[src/rtl/cmos_capture_pkg.sv]
// rtl/cmos_capture_pkg.sv - shared types and widths for the DVP pixel capture front end
package cmos_capture_pkg;

  typedef enum logic [1:0] {WAIT_CFG, SKIP, CAPTURE} state_t;

  localparam int PIX_W  = 16;
  localparam int CNT_W  = 12;
  localparam int FCNT_W = 16;

  localparam int R_MSB = 15;
  localparam int R_LSB = 11;
  localparam int G_MSB = 10;
  localparam int G_LSB = 5;
  localparam int B_MSB = 4;
  localparam int B_LSB = 0;

endpackage

[src/rtl/dvp_byte_packer.sv]
// rtl/dvp_byte_packer.sv - registers the DVP pins, pairs bytes into RGB565 words, flags sync edges
module dvp_byte_packer
  import cmos_capture_pkg::*;
(
  input  logic             i_clk,
  input  logic             i_rst,
  input  logic             i_vsync,
  input  logic             i_href,
  input  logic [7:0]       i_data,
  output logic             o_pix_stb,
  output logic [PIX_W-1:0] o_pix_data,
  output logic             o_href_rise,
  output logic             o_href_fall,
  output logic             o_vs_rise,
  output logic             o_odd
);

  logic       r_vsync, r_vsync_d, r_href, r_href_d, r_phase;
  logic [7:0] r_data, r_hi;
  logic       w_phase;

  assign o_href_rise = r_href & ~r_href_d;
  assign o_href_fall = ~r_href & r_href_d;
  assign o_vs_rise   = r_vsync & ~r_vsync_d;

  // A new line or frame always restarts on a high byte, whatever was left over.
  assign w_phase   = (o_href_rise | o_vs_rise) ? 1'b0 : r_phase;
  assign o_pix_stb = r_href & w_phase;
  assign o_odd     = o_href_fall & r_phase;

  assign o_pix_data[R_MSB:R_LSB] = r_hi[7:3];
  assign o_pix_data[G_MSB:G_LSB] = {r_hi[2:0], r_data[7:5]};
  assign o_pix_data[B_MSB:B_LSB] = r_data[4:0];

  always_ff @(posedge i_clk or posedge i_rst) begin
    if (i_rst) begin
      r_vsync   <= 1'b0;
      r_vsync_d <= 1'b0;
      r_href    <= 1'b0;
      r_href_d  <= 1'b0;
      r_data    <= 8'h00;
      r_hi      <= 8'h00;
      r_phase   <= 1'b0;
    end else begin
      r_vsync   <= i_vsync;
      r_vsync_d <= r_vsync;
      r_href    <= i_href;
      r_href_d  <= r_href;
      r_data    <= i_data;
      if (r_href) begin
        r_phase <= ~w_phase;
        if (!w_phase) r_hi <= r_data;
      end else begin
        r_phase <= w_phase;
      end
    end
  end

endmodule

[src/rtl/cmos_pixel_capture.sv]
// rtl/cmos_pixel_capture.sv - OV5640 DVP capture: frame skipping, x/y tracking, line/frame checks
module cmos_pixel_capture
  import cmos_capture_pkg::*;
#(
  parameter int H_RES       = 1280,
  parameter int V_RES       = 720,
  parameter int SKIP_FRAMES = 10
)
(
  input  logic              I_pxl_clk,
  input  logic              I_rst,
  input  logic              I_cfg_done,
  input  logic              I_vsync,
  input  logic              I_href,
  input  logic [7:0]        I_data,
  output logic              O_pix_valid,
  output logic [PIX_W-1:0]  O_pix_data,
  output logic [CNT_W-1:0]  O_x,
  output logic [CNT_W-1:0]  O_y,
  output logic              O_sof,
  output logic              O_eol,
  output logic              O_active,
  output logic              O_err_line,
  output logic              O_err_frame,
  output logic [FCNT_W-1:0] O_frame_cnt
);

  localparam logic [CNT_W-1:0] LP_H    = CNT_W'(H_RES);
  localparam logic [CNT_W-1:0] LP_V    = CNT_W'(V_RES);
  localparam logic [CNT_W-1:0] LP_EOL  = CNT_W'(H_RES - 1);
  localparam logic [7:0]       LP_SKIP = 8'(SKIP_FRAMES);

  state_t             r_state;
  logic               r_cfg_meta, r_cfg_sync;
  logic [7:0]         r_skip;
  logic [CNT_W-1:0]   r_x, r_y;
  logic               w_pix_stb, w_href_rise, w_href_fall, w_vs_rise, w_odd, w_emit;
  logic [PIX_W-1:0]   w_pix_data;
  logic [CNT_W-1:0]   w_y_next;

  dvp_byte_packer u_packer (
    .i_clk       (I_pxl_clk),
    .i_rst       (I_rst),
    .i_vsync     (I_vsync),
    .i_href      (I_href),
    .i_data      (I_data),
    .o_pix_stb   (w_pix_stb),
    .o_pix_data  (w_pix_data),
    .o_href_rise (w_href_rise),
    .o_href_fall (w_href_fall),
    .o_vs_rise   (w_vs_rise),
    .o_odd       (w_odd)
  );

  // Line count including a line closing in this very cycle, so the frame check sees it.
  assign w_y_next = (w_href_fall && r_y != '1) ? r_y + 1'b1 : r_y;
  assign w_emit   = (r_state == CAPTURE) && w_pix_stb && (r_x < LP_H) && (r_y < LP_V);
  assign O_active = (r_state == CAPTURE);

  always_ff @(posedge I_pxl_clk or posedge I_rst) begin
    if (I_rst) begin
      r_state     <= WAIT_CFG;
      r_cfg_meta  <= 1'b0;
      r_cfg_sync  <= 1'b0;
      r_skip      <= 8'd0;
      r_x         <= '0;
      r_y         <= '0;
      O_pix_valid <= 1'b0;
      O_pix_data  <= '0;
      O_x         <= '0;
      O_y         <= '0;
      O_sof       <= 1'b0;
      O_eol       <= 1'b0;
      O_err_line  <= 1'b0;
      O_err_frame <= 1'b0;
      O_frame_cnt <= '0;
    end else begin
      r_cfg_meta  <= I_cfg_done;
      r_cfg_sync  <= r_cfg_meta;
      O_pix_valid <= 1'b0;
      O_err_line  <= 1'b0;
      O_err_frame <= 1'b0;

      if (w_href_rise) r_x <= '0;
      else if (w_pix_stb && r_x != '1) r_x <= r_x + 1'b1;

      if (w_vs_rise) r_y <= '0;
      else r_y <= w_y_next;

      if (w_emit) begin
        O_pix_valid <= 1'b1;
        O_pix_data  <= w_pix_data;
        O_x         <= r_x;
        O_y         <= r_y;
        O_sof       <= (r_x == '0) && (r_y == '0);
        O_eol       <= (r_x == LP_EOL);
      end

      if (r_state == CAPTURE && w_href_fall)
        O_err_line <= (r_x != LP_H) || w_odd;

      // The vs_rise that moves SKIP->CAPTURE is the unchecked first boundary;
      // every later one closes a captured frame.
      if (!r_cfg_sync) begin
        r_state <= WAIT_CFG;
        r_skip  <= 8'd0;
      end else begin
        case (r_state)
          WAIT_CFG: r_state <= SKIP;
          SKIP: begin
            if (w_vs_rise) begin
              if (r_skip == LP_SKIP) r_state <= CAPTURE;
              else r_skip <= r_skip + 1'b1;
            end
          end
          CAPTURE: begin
            if (w_vs_rise) begin
              O_frame_cnt <= O_frame_cnt + 1'b1;
              O_err_frame <= (w_y_next != LP_V);
            end
          end
          default: r_state <= WAIT_CFG;
        endcase
      end
    end
  end

endmodule
[config.mk]
export PLATFORM = sky130hd
export DESIGN_NAME = cmos_pixel_capture
export DESIGN_NICKNAME = d
export VERILOG_FILES = /design/src/rtl/cmos_capture_pkg.sv /design/src/rtl/dvp_byte_packer.sv /design/src/rtl/cmos_pixel_capture.sv
export SDC_FILE = /design/constraint.sdc
export NUM_CORES = 1
export LEC_CHECK = 0
export ABC_AREA = 1
export BUFFER_PORTS_ARGS = -buffer_cell sky130_fd_sc_hd__buf_2
export CAP_MARGIN = 20
export CELL_PAD_IN_SITES_DETAIL_PLACEMENT = 1
export CELL_PAD_IN_SITES_GLOBAL_PLACEMENT = 2
export CORE_AREA = 2 2 127 129
export CTS_CLUSTER_SIZE = 8
export DETAILED_ROUTE_END_ITERATION = 7
export DIE_AREA = 0 0 129 131
export PLACE_DENSITY_LB_ADDON = 0.2
export SYNTH_ARGS = -nofsm -noshare
export SYNTH_HDL_FRONTEND = slang
export SYNTH_SLANG_ARGS = --single-unit
[constraint.sdc]
create_clock -name I_pxl_clk -period 5.5 [get_ports I_pxl_clk]
set_input_delay 1.1 -clock I_pxl_clk [delete_from_list [all_inputs] [get_ports I_pxl_clk]]
set_output_delay 1.1 -clock I_pxl_clk [all_outputs]
set_load 0.02 [all_outputs]
==> results of run 1 <==
## flip-flops by register name, indices dropped and copies added, names as in the netlist, 2 cells and up
name,cells
r_state,2
O_frame_cnt,16
u_packer.r_data,8
r_y,12
r_x,12
O_x,12
O_pix_data,16
u_packer.r_hi,8
O_y,12
r_skip,8
## logic make-up after synthesis
kind of cell               after synthesis  share of synthesized area, %
AOI/OAI and AO/OA                       81                          8.06
xor gates and xnor gates                18                          2.93
adders and majority gates                9                          2.10
buffers and inverters                   82                          6.36
DFF                                    118                          54.9
and+or+nand+nor                        296                          25.6
## power groups by stage
| stage | logic, uW | registers (uW) | clock network (uW) |
|---|---|---|---|
| after global placement | 104 | 926 | 0 |
| after CTS | 106 | 912 | 1170 |
| after detailed placement | 106 | 927 | 0 |
| after global routing | 122 | 914 | 1210 |
| final | 102 | 911 | 1140 |
| after floorplan | 74.2 | 920 | 0 |
## stage by stage
stage               hold slack, ns  total power [uW]
floorplan                    0.331               995
global placement             0.335              1030
detailed placement           0.342              1030
CTS                          0.354              2190
global route                 0.368              2250
finish                       0.350              2150
## per-layer routing
metal	GRT usage (%)	part of all wire (%)	up-vias
met5	0	0	-
met4	7.80	1.8	0
met3	4.15	3.2	14
met2	30.1	51	60
met1	21.1	44	2107
li1	-	-	2108
## area by class of cell
class | instances | area share (%)
Sequential cell | 118 | 45.0
Clock buffer | 20 | 6.96
Timing Repair Buffer | 76 | 5.88
Inverter | 69 | 3.99
Clock inverter | 12 | 2.31
Tap cell | 216 | 4.12
Multi-Input combinational cell | 404 | 31.7
## worst max-delay path: stages (launching register included)
cell	delay (ns)
dfrtp_1	0.39
inv_1	0.07
nor2_1	0.21
inv_1	0.25
nand3_1	0.18
inv_1	0.06
ha_1	0.21
nand3_1	0.12
nor4_2	0.05
nand2_2	0.20
buf_4	0.50
inv_2	0.25
nor2_1	0.14
a21oi_1	0.05
## cells in the final DEF (no fill, tap or decap), drive strengths merged
cell type  instances
dfrtp            118
clkinv             6
nor3              10
xnor2              9
nand4             14
bufinv             3
o31ai              3
nand3             36
buf               76
nor2              61
ha                 9
xor2               9
a21oi             17
o21a               1
nor3b              1
o41ai              1
nor4               5
o21bai             1
clkbuf            20
nand2            169
inv               70
clkinvlp           2
a31oi              3
o21ai             55
## how the worst min path moves through the flow
stage | startpoint | end | slack, ns
after global routing | r_cfg_meta$_DFF_PP0_ | r_cfg_sync$_DFF_PP0_ | 0.37
after detailed placement | r_cfg_meta$_DFF_PP0_ | r_cfg_sync$_DFF_PP0_ | 0.34
after global placement | r_cfg_meta$_DFF_PP0_ | r_cfg_sync$_DFF_PP0_ | 0.33
after floorplan | r_cfg_meta$_DFF_PP0_ | r_cfg_sync$_DFF_PP0_ | 0.33
final | r_cfg_meta$_DFF_PP0_ | r_cfg_sync$_DFF_PP0_ | 0.35
after CTS | r_cfg_meta$_DFF_PP0_ | r_cfg_sync$_DFF_PP0_ | 0.35
==> impl.org, run 1 <==
** Global route
- The total overflow left after global routing is 0.
- Entering global routing, the biggest net connects 79 pins.
- Number of antenna violations at the first check in global routing :: 0
- Number of global-route vias before repair :: 4575
- Global routing used 17.5% of the available tracks.
- The first global-routing pass estimated 22.8 mm of wire.

** Placed design
- Port bufs :: 74
- The congestion estimate from routability-driven global placement came to about 0.8.
- After detailed placement, the total cell area comes to about 0.0059 mm2.
- Before CTS, the worst setup slack after placement is around 2.6 ns.
- Dpl hpwl :: between 9 and 10 mm
- Post-placement cell count :: 883

** Worst hold path
- The worst hold path was traced through 0 stages.
- Hold Crit Class :: register to register

** Timing
- The count of final hold-check violations is 0.
- Based on the critical path, the design can be clocked at up to around 0.35 GHz.
- For the pin with the worst max-slew slack, the measured transition is ~0.95 ns.
- Max-slew violation count :: 0
- Sum of negative setup slack :: 0 ns
- Setup slack closes at 2.66 ns.
- For the finished layout, the period the worst path requires is 2.84 ns.
- Final count of negative-setup-slack endpoints :: 0
- RSZ-0062 raised after global routing :: no
- In this run the tightest slew margin relative to its limit is 36.6%.
- On the final layout, the worst clock skew is 0.0105 ns.
- After layout, the worst path uses 51.6% of the clock period.

** CTS
- The number of clock buffers added by TritonCTS is 17.
- Post-CTS setup buffer count :: 0
- Clock transition at the registers of the reported paths :: roughly 0.06 ns
- Clock latency on the worst-skew pair, taken at its later pin, is 0.43 ns.
- TritonCTS built the clock tree.
- In this run the number of H-tree levels came out at 4.
- Cell chosen for the clock root :: clkbuf_16
- Hold buffer count at cts :: 0
- Clock sink count :: 118
- Buffer depth of the longest clock path :: 2
- In this run, post-CTS repair resized a total of 0 instances.

** Setup path
- The most critical setup path has its endpoint at O_sof$_DFFE_PP0P_.
- In this run the critical register-to-register path is captured at O_sof$_DFFE_PP0P_.
- At the worst endpoint, the required time is 5.81 ns.
- STA classifies the critical path startpoint as a register.
- The worst setup path is captured at a register.
- Data arrival time of the critical path :: around 3.1 ns
- By startpoint and endpoint, the worst setup path is classified as register to register.
- Worst setup startpoint :: u_packer.r_href$_DFF_PP0_
- Depth of the worst register-to-register path :: 13
- The worst register-to-register path has a setup slack of between 2 and 3 ns.
- Largest driver fanout on the critical path :: 57
- R2R Path Start :: u_packer.r_href$_DFF_PP0_

** Status
- Status :: finished clean

** Power and ir drop
- Areal power density over the cells :: ~330 mW/mm2
- Per report_power, the combinational group accounts for 4.7% of the total.
- The share of total power dissipated in sequential elements is 42.3%.
- Net switching is 23.1% of the power.
- The analysis attributes to net switching a power of 497 uW.
- Static leakage :: 0.00327 uW
- Internal power comes to 1660 uW.
- Across the VDD grid, the largest voltage drop is 0.225 mV.
- In this run, the clock network consumes roughly 53% of the power.

** Route
- Detail-routed via count per cell :: 4.69
- Detailed routing inserted a total of 4289 vias.
- In the routed design, unresolved DRC markers number 0.
- Initial DRT Pass Iterations :: 4
- For this block, the initial DRC count from the detailed router was 219.
- Antenna-violating nets left :: 0
- Wire length per cell after detailed routing :: 15.0 um
- Aggregate routed wire length :: about 14 mm

** Layout
- Ratio of cells with drive above 1 in the final layout :: 20.7%
- The finished layout holds 915 standard cells, fillers aside.
- Post-layout net count :: 708
- Number of antenna diodes :: 0
- Area of the multi-input gates :: 0.00208 mm2
- Sequential cell area :: 0.00295 mm2
- # fillers :: 1811
- The finished cells cover 0.00656 mm2.
- Post-synthesis to final-layout area growth :: 22.0%
- Post-layout util :: 42.0%

** Synthesis
- The cell count after synthesis came out at 604.
- Post-synth cell types :: 35
- Portion of the post-synthesis area used by sequential elements :: 54.9%
- Number of enable-type register cells in the synthesized netlist :: 0
- Cell types occupying the most area after synthesis :: dfrtp_1 (55%), nand2_1 (11%), inv_1 (4.2%)
- Synth top area share :: 54.9%
- Syn Area/Cell :: between 8 and 9 um2
- Post-synth ARST share :: 100%
- Most frequent cell after synthesis :: nand2_1
- The synthesized design contains 118 register bits.
- Synth cell count leaders :: nand2_1 (161), dfrtp_1 (118), inv_1 (60), nor2_1 (50), o21ai_0 (41)
- Largest area contributor in the synthesized netlist :: dfrtp_1
- Mapped Area :: approximately 0.0054 mm2
- Yosys printed 0 warnings.
- Top flip-flop cell by instance count after synthesis :: dfrtp_1
- Synthesized net count :: 626

** Run
- Total of max-cap violations :: 0

** Die
- Std cell rows :: 46
- The die is 131 um tall.
- Horizontal die dimension :: roughly 130 um
- The die covers 0.0169 mm2.
- Ports placed on the boundary :: 75
- The core region is 0.0156 mm2.
- For this configuration, the core starts out at a cell density of 34.5%.
Power figures use the tool's default switching activity.
==> run 2, diff against run 1 <==
clock period = 2.67 ns   (was 5.5 ns; I/O delays follow)
==> run 2 against run 1 <==
Clock power grew 96%. Non-clock buffer count grew 5. Global-route usage increased by 0.12 points. Maximum frequency rose by 39%. Worst hold slack worse by 0.13 ns. Worst setup slack got worse by 2.0 ns. Via count up 1.0%. Register-to-register slack got worse by 2.0 ns. Critical path depth fell by 1. Sequential power is 110% higher.
==> impl.org, run 2 (synthesis results as in run 1) <==
** Status
- Status :: finished clean

** CTS
- CTS resizes :: 0 (unchanged)
- Hold buffer count at cts :: 0 (unchanged)
- In this run the clock root is driven by a clkbuf_16.
- The maximum number of buffers from clock root to sink came to 2 (unchanged).
- Clock sink count :: 118 (unchanged)
- Post-CTS setup buffer count :: 0 (unchanged)
- TritonCTS built the clock tree.
- The count of H-tree levels built during CTS is 4 (unchanged).
- Clock transition at the registers of the reported paths :: 0.06 ns (about the same)
- The clock latency at the later pin of the worst-skew pair is 0.41 ns (-0.02 ns).
- The number of buffers created by CTS came to 17 (unchanged).

** Timing
- Final worst path period share :: 76.3% (+25 points)
- The least setup slack across all paths after layout is 0.633 ns (-2.03 ns).
- The count of final hold-check violations is 0 (unchanged).
- Final count of negative-setup-slack endpoints :: 0 (unchanged)
- Max-slew violation count :: 0 (unchanged)
- The highest clock rate was 0.491 GHz (+39%).
- RSZ-0062 raised after global routing :: no
- The relative slew slack came to 65.5% (+29 points).
- Final setup skew :: 0.00424 ns (-0.00625 ns)
- Sum of negative setup slack :: 0 ns (unchanged)
- The slew at the pin with the worst max-slew slack was 0.517 ns (-0.434 ns).
- The time the final worst path needs with I/O delays and setup came to 2.04 ns (-0.799 ns).

** Route
- Residual DRC count :: 0 (unchanged)
- Total via count in the routed design :: 4332 (+1.0%)
- The detailed router's first-iteration violation count was 178 (-19%).
- The first-pass iteration count of the detailed router came to 4 (unchanged).
- The via density per instance was 4.71 (+0.45%).
- Wire length per cell after detailed routing :: 15.0 um (+0.16%)
- The final routed wirelength across all metal layers is 13.8 mm (+0.71%).
- Antenna-violating nets left :: 0 (unchanged)

** Die
- The die extent in x was 129 um (unchanged).
- The core area came to 0.0156 mm2 (unchanged).
- The floorplan die area was 0.0169 mm2 (unchanged).
- Initial core utilization :: 34.5% (unchanged)
- The total number of placement rows came to 46 (unchanged).
- The die span in y came to 131 um (unchanged).
- The number of placed I/O pins was 75 (unchanged).

** Power and ir drop
- Switching share of power :: 24.3% (+1.2 points)
- The static leakage power came to 0.00328 uW (+0.29%).
- The internal power is 3290 uW (+99%).
- Clock group share of total power :: 51.6% (-1.3 points)
- The power density normalized to cell area came to 659 mW/mm2 (+100%).
- The combinational power share is 5.1% (+0.4 points).
- Portion of total power attributed to sequential cells :: 43.2% (+0.9 points)
- Total power :: 4340 uW (+100%)
- The power dissipated by switching net loads was 1050 uW (+110%).
- Maximum ir drop on the vdd rail :: 0.398 mV (+77%)

** Layout
- Number of antenna diodes :: 0 (unchanged)
- The area growth from synthesis to layout is 22.7%.
- The top cell types in the final layout, fill and taps aside, are nand2_1 (161), dfrtp_1 (118), buf_2 (74).
- Post-layout util :: 42.3% (+0.22 points)
- Most common cell after layout, fill and taps aside :: nand2_1
- Regs by FF count :: O_frame_cnt x16, O_pix_data x16
- Ratio of cells with drive above 1 in the final layout :: 21.3% (+0.56 points)
- Count of non-filler cells in the finished layout :: 920 (+0.55%)
- The number of nets in the final layout was 713 (+0.71%).

** Setup path
- Largest stage delay on the critical path :: 0.37 ns (-0.13 ns)
- Crit. End Element :: register
- R2r endpoint :: O_pix_data[13]$_DFFE_PP0P_
- Worst reg2reg setup slack :: 0.63 ns (-2.03 ns)
- Data arrival time of the critical path :: 2.32 ns (-0.82 ns)
- The data required time at the worst endpoint came to 2.95 ns (-2.86 ns).
- Critical path startpoint category :: register
- The number of cells on the worst reg-to-reg path was 12 (-1).
- The worst register-to-register path begins at u_packer.r_vsync$_DFF_PP0_.
- The slowest stage of the critical path belongs to the cell dfrtp_1.
- CP Cell Sequence :: inv_1, nor2_4, inv_1, nand3_1, inv_1, ha_1, nand3_1, nor4_2, nand2_2, buf_4, nand2_1, o21ai_0
- The critical path is of the register to register type.
- The most numerous cell type found on the critical path is inv_1.
- The biggest fanout along the worst timing path was 21 (-63%).

** Placed design
- The half-perimeter wire length after placement was 10.1 mm (+4.5%).
- Dpl ws :: 0.597 ns (-2.05 ns)
- The last weighted congestion value of the routability-driven placer was 0.797 (-0.59%).
- The number of buffers inserted by port buffering came to 74 (unchanged).
- Post-placement cell count :: 888 (+0.57%)

** Global route
- First-pass GRT wire length :: 23.2 mm (+1.9%)
- The initial antenna violation count came to 0 (unchanged).
- Remaining global-route overflow :: 0 (unchanged)
- Number of global-route vias before repair :: 4694 (+2.6%)
- Overall track demand over capacity in global routing :: 17.7% (+0.12 points)
- Pin count of the biggest net entering global routing :: 72 (-8.9%)

** Worst hold path
- Hold Crit Class :: primary input to asynchronous set/reset pin

** Run
- The reported max-cap violation count came to 0 (unchanged).
run 2: through the flow:
step | hold WS [ns] | instance area [um2]
final | 0.222 | 6590
after global routing | 0.205 | 6590
after CTS | 0.208 | 6590
after detailed placement | 0.344 | 6010
after global placement | 0.341 | 6010
after floorplan | 0.331 | 5380
run 2: final cells by class:
type	count	area (um2)
timing repair buffer	81	448
clock inverter	14	150
inverter	69	263
fill	1832	9000
multi-input combinational	404	2080
clock buffer	18	429
sequential	118	2950
tap	216	270
run 2: metal layers:
layer | vias up | GRT usage, % | share of wire (%)
met3 | 13 | 3.79 | 2.3
met5 | - | 0 | 0
met4 | 0 | 5.82 | 1.1
li1 | 2117 | - | -
met2 | 61 | 30.3 | 50
met1 | 2141 | 22.3 | 46
run 2: power groups by stage:
stage	logic, uW	registers [uW]	clock network (uW)
3_3_place_gp	223	1910	0
2_1_floorplan	153	1900	0
5_1_grt	260	1880	2390
4_1_cts	231	1880	2310
3_5_place_dp	230	1910	0
6_report	224	1880	2240
run 2: worst max path at each step:
stage	startpoint	endpoint
2_1_floorplan	u_packer.r_href$_DFF_PP0_	O_x[0]$_DFFE_PP0P_
5_1_grt	u_packer.r_href$_DFF_PP0_	O_x[5]$_DFFE_PP0P_
3_5_place_dp	u_packer.r_vsync$_DFF_PP0_	O_pix_data[8]$_DFFE_PP0P_
6_report	u_packer.r_vsync$_DFF_PP0_	O_pix_data[13]$_DFFE_PP0P_
3_3_place_gp	u_packer.r_vsync$_DFF_PP0_	O_x[10]$_DFFE_PP0P_
4_1_cts	u_packer.r_vsync$_DFF_PP0_	O_pix_data[8]$_DFFE_PP0P_
run 2: worst max-delay path: cells and delay by family (launching register included):
| kind | cells | cell delay [ns] |
|---|---|---|
| and+or+nand+nor | 6 | 0.70 |
| adders and majority gates | 1 | 0.19 |
| AOI/OAI and AO/OA | 1 | 0.08 |
| DFF | 1 | 0.37 |
| buffers and inverters | 4 | 0.55 |
==> run 3, diff against run 2 <==
CORE_AREA = 2 2 135 137   (was 2 2 127 129)
DIE_AREA = 0 0 137 139   (was 0 0 129 131)
clock period = 1.7 ns   (was 2.67 ns; I/O delays follow)
==> run 3 against run 2 <==
The run now ends with setup timing left. Total power increased by 64%. Die area grew 13%. Utilization up 3.1 points. Non-clock buffer count up 88. Final area increased by 22%. Critical path type unchanged. Combinational power grew to 2.6 times the previous value. Global-route usage decreased by 0.66 points. Worst setup slack lost 0.81 ns. Maximum frequency rose by 8.7%. Largest power group unchanged. Worst hold slack worse by 0.19 ns. Sequential cell count stayed put.
==> impl.org, run 3 (synthesis results as in run 1) <==
** Setup path
- The worst setup path is launched from a register.
- Among cell families on the critical path, the largest total delay comes from simple AND/OR/NAND/NOR gates.
- CP Cell Sequence :: inv_2, nor2_4, inv_2, nand3_2, inv_2, ha_4, nand3_4, nor4_4, nand2_2, buf_12, inv_8, buf_12, nand2_2, nand2_1
- Worst-path cell with the longest stage delay :: dfrtp_1
- The register-to-register path setup slack was -0.17 ns (-0.81 ns).
- STA classifies the critical path endpoint as a register.
- Classification of the worst setup path :: register to register
- The biggest fanout along the worst timing path came to 8 (-62%).
- The data arrival time of the worst path is 2.23 ns (-0.09 ns).
- Buffers and inverters on the worst path :: 6 (+2)
- Cell seen most often among critical-path stages :: inv_2
- Critical path required time :: 2.05 ns (-0.90 ns)
- The maximum single-stage delay on the critical path came to 0.39 ns (+0.02 ns).

** Power and ir drop
- Static leakage :: 0.00395 uW (+21%)
- Total power :: 7140 uW (+64%)
- The worst-case vdd ir drop came to 0.686 mV (+72%).
- The power density normalized to cell area was 890 mW/mm2 (+35%).

** Global route
- The initial antenna violation count came to 1 (+1).
- Overall track demand over capacity in global routing :: 17.0% (-0.66 points)
- Number of global-route vias before repair :: 5033 (+7.2%)
- Remaining global-route overflow :: 0 (unchanged)
- The global-route wire length before repair is 25.4 mm (+9.2%).
- Pin count of the biggest net entering global routing :: 50 (-31%)

** Die
- Placeable Area :: 0.0177 mm2 (+13%)
- The die span in y was 139 um (+6.1%).
- Die Area :: 0.0190 mm2 (+13%)
- Ports placed on the boundary :: 75 (unchanged)
- Initial core utilization :: 30.4% (-4.0 points)
- The total number of placement rows was 49 (+6.5%).
- The die extent in x came to 137 um (+6.2%).

** CTS
- The root buffer cell chosen for the clock tree is clkbuf_16.
- Buffer depth of the longest clock path :: 2 (unchanged)
- TritonCTS built the clock tree.
- H-Tree Depth :: 4 (unchanged)
- Clock transition at the registers of the reported paths :: 0.06 ns (about the same)
- The clock latency at the later pin of the worst-skew pair is 0.41 ns (about the same).
- Clock sink count :: 118 (unchanged)
- The number of buffers created by CTS is 17 (unchanged).

** Route
- Initial DRT Pass Iterations :: 4 (unchanged)
- Aggregate routed wire length :: 15.9 mm (+15%)
- Total via count in the routed design :: 4735 (+9.3%)
- Wire length per cell after detailed routing :: 15.5 um (+3.6%)
- Detailed Route Iter0 Violations :: 130 (-27%)
- The DRC violations left came to 0 (unchanged).
- Antenna-violating nets left :: 0 (unchanged)
- The via density per instance was 4.63 (-1.6%).

** Timing
- Max-slew violation count :: 0 (unchanged)
- RSZ-0062 raised after global routing :: yes
- Final critical-path required period :: 1.87 ns (-0.163 ns)
- The final count of negative-setup-slack endpoints was 46 (+46).
- Final worst path period share :: 110% (+34 points)
- The highest clock rate was 0.534 GHz (+8.7%).
- Sum of negative setup slack :: -6.61 ns (-6.61 ns)
- Final setup skew :: 0.00918 ns (+0.00494 ns)
- Total count of hold-check failures in the final report :: 0 (unchanged)
- The relative slew slack was 72.2% (+6.7 points).
- Transition at the pin with the smallest max-transition slack :: 0.414 ns (-0.103 ns)
- Final critical-path setup slack :: -0.173 ns (-0.807 ns)

** Placed design
- The half-perimeter wire length after placement is 11.0 mm (+8.6%).
- Final weighted congestion in routability-driven placement :: 0.822 (+3.1%)
- The number of buffers inserted by port buffering came to 74 (unchanged).

** Layout
- Relative to the synthesized area, the layout overhead comes to 49.2%.
- The library cells used most frequently in the layout, excluding fill and tap cells, are dfrtp_1 (113), nand2_1 (113), buf_2 (74).
- Post-layout util :: 45.4% (+3.1 points)
- The proportion of layout cells with a drive suffix above 1 is 42.9% (+22 points).
- In the final layout, the registers with the most flip-flops are O_frame_cnt x16, O_pix_data x16.
- The number of nets in the final layout was 801 (+12%).
- # fillers :: 2055 (+12%)

** Worst hold path
- The worst hold path belongs to the class primary input to register.

** Run
- The reported max-cap violation count was 0 (unchanged).

** Status
- Status :: finished with violations
- Violated checks :: setup timing
[run 3: cell count changes in the layout (fill, tap and decap cells not counted), moves of 15 or more]
cell and delta:
buf_4 +66, nand2_1 -48, nand2_2 +31, o21ai_0 -26, nand2_4 +15, o21ai_2 +15
[run 3: through the flow]
step,hold slack [ns],cell area [um2],std cells,worst slack [ns]
after floorplan,0.331,5410,604,-0.248
after global routing,0.00731,8020,1021,-0.259
after CTS,0.00722,7430,1002,-0.172
after global placement,0.259,6490,959,-0.148
after detailed placement,0.259,6490,959,-0.218
final,0.0289,8020,1022,-0.173
[run 3: final cells by class]
cell class / count / area [um2] / area share, %
Sequential cell: 118 / 2960 / 36.9
Multi-Input combinational cell: 404 / 2570 / 32.0
Timing Repair Buffer: 169 / 1330 / 16.6
Clock buffer: 17 / 425 / 5.31
Tap cell: 229 / 287 / 3.57
Inverter: 69 / 278 / 3.46
Clock inverter: 15 / 170 / 2.12
Antenna cell: 1 / 2.50 / 0.0312
[run 3: layer usage]
metal	global-route usage (%)	share of wire, %	up-vias
met5	0	0	-
met4	5.75	1.6	0
met3	4.28	3.0	16
met2	29.1	52	56
met1	20.6	43	2357
li1	-	-	2306
[run 3: path summary, 6_finish.rpt]
check | start | endpoint | cells after the start
max | u_packer.r_href$_DFF_PP0_ | O_pix_data[3]$_DFFE_PP0P_ | 14
min in group asynchronous | I_rst | O_x[1]$_DFFE_PP0P_ | 3
max in group asynchronous | I_rst | O_x[7]$_DFFE_PP0P_ | 4
max reg2reg | u_packer.r_href$_DFF_PP0_ | O_pix_data[3]$_DFFE_PP0P_ | 14
min reg2reg | r_cfg_meta$_DFF_PP0_ | r_cfg_sync$_DFF_PP0_ | 0
min | I_data[2] | u_packer.r_data[2]$_DFF_PP0_ | 1
[run 3: report_power, final]
part / total [uW] / leakage (uW) / internal [uW] / switching (uW)
Combinational: 579 / 0.00209 / 238 / 341
Clock: 3610 / 0.000281 / 2190 / 1410
Sequential: 2950 / 0.00158 / 2890 / 60.4
[run 3: what timing repair did]
item                       4_1_cts  5_1_grt
pin swaps                       12       34
setup buffers                    8       16
hold endpoints to repair         2        0
resized for setup               74      114
setup endpoints to repair       46       77
hold buffers                     1        0
cloned                           2        4
[run 3: worst register-to-register path, stage by stage, from the launching register on]
cell,delay (ns)
dfrtp_1,0.39
inv_2,0.08
nor2_4,0.05
inv_2,0.06
nand3_2,0.07
inv_2,0.07
ha_4,0.14
nand3_4,0.08
nor4_4,0.22
nand2_2,0.15
buf_12,0.19
inv_8,0.07
buf_12,0.13
nand2_2,0.05
nand2_1,0.07
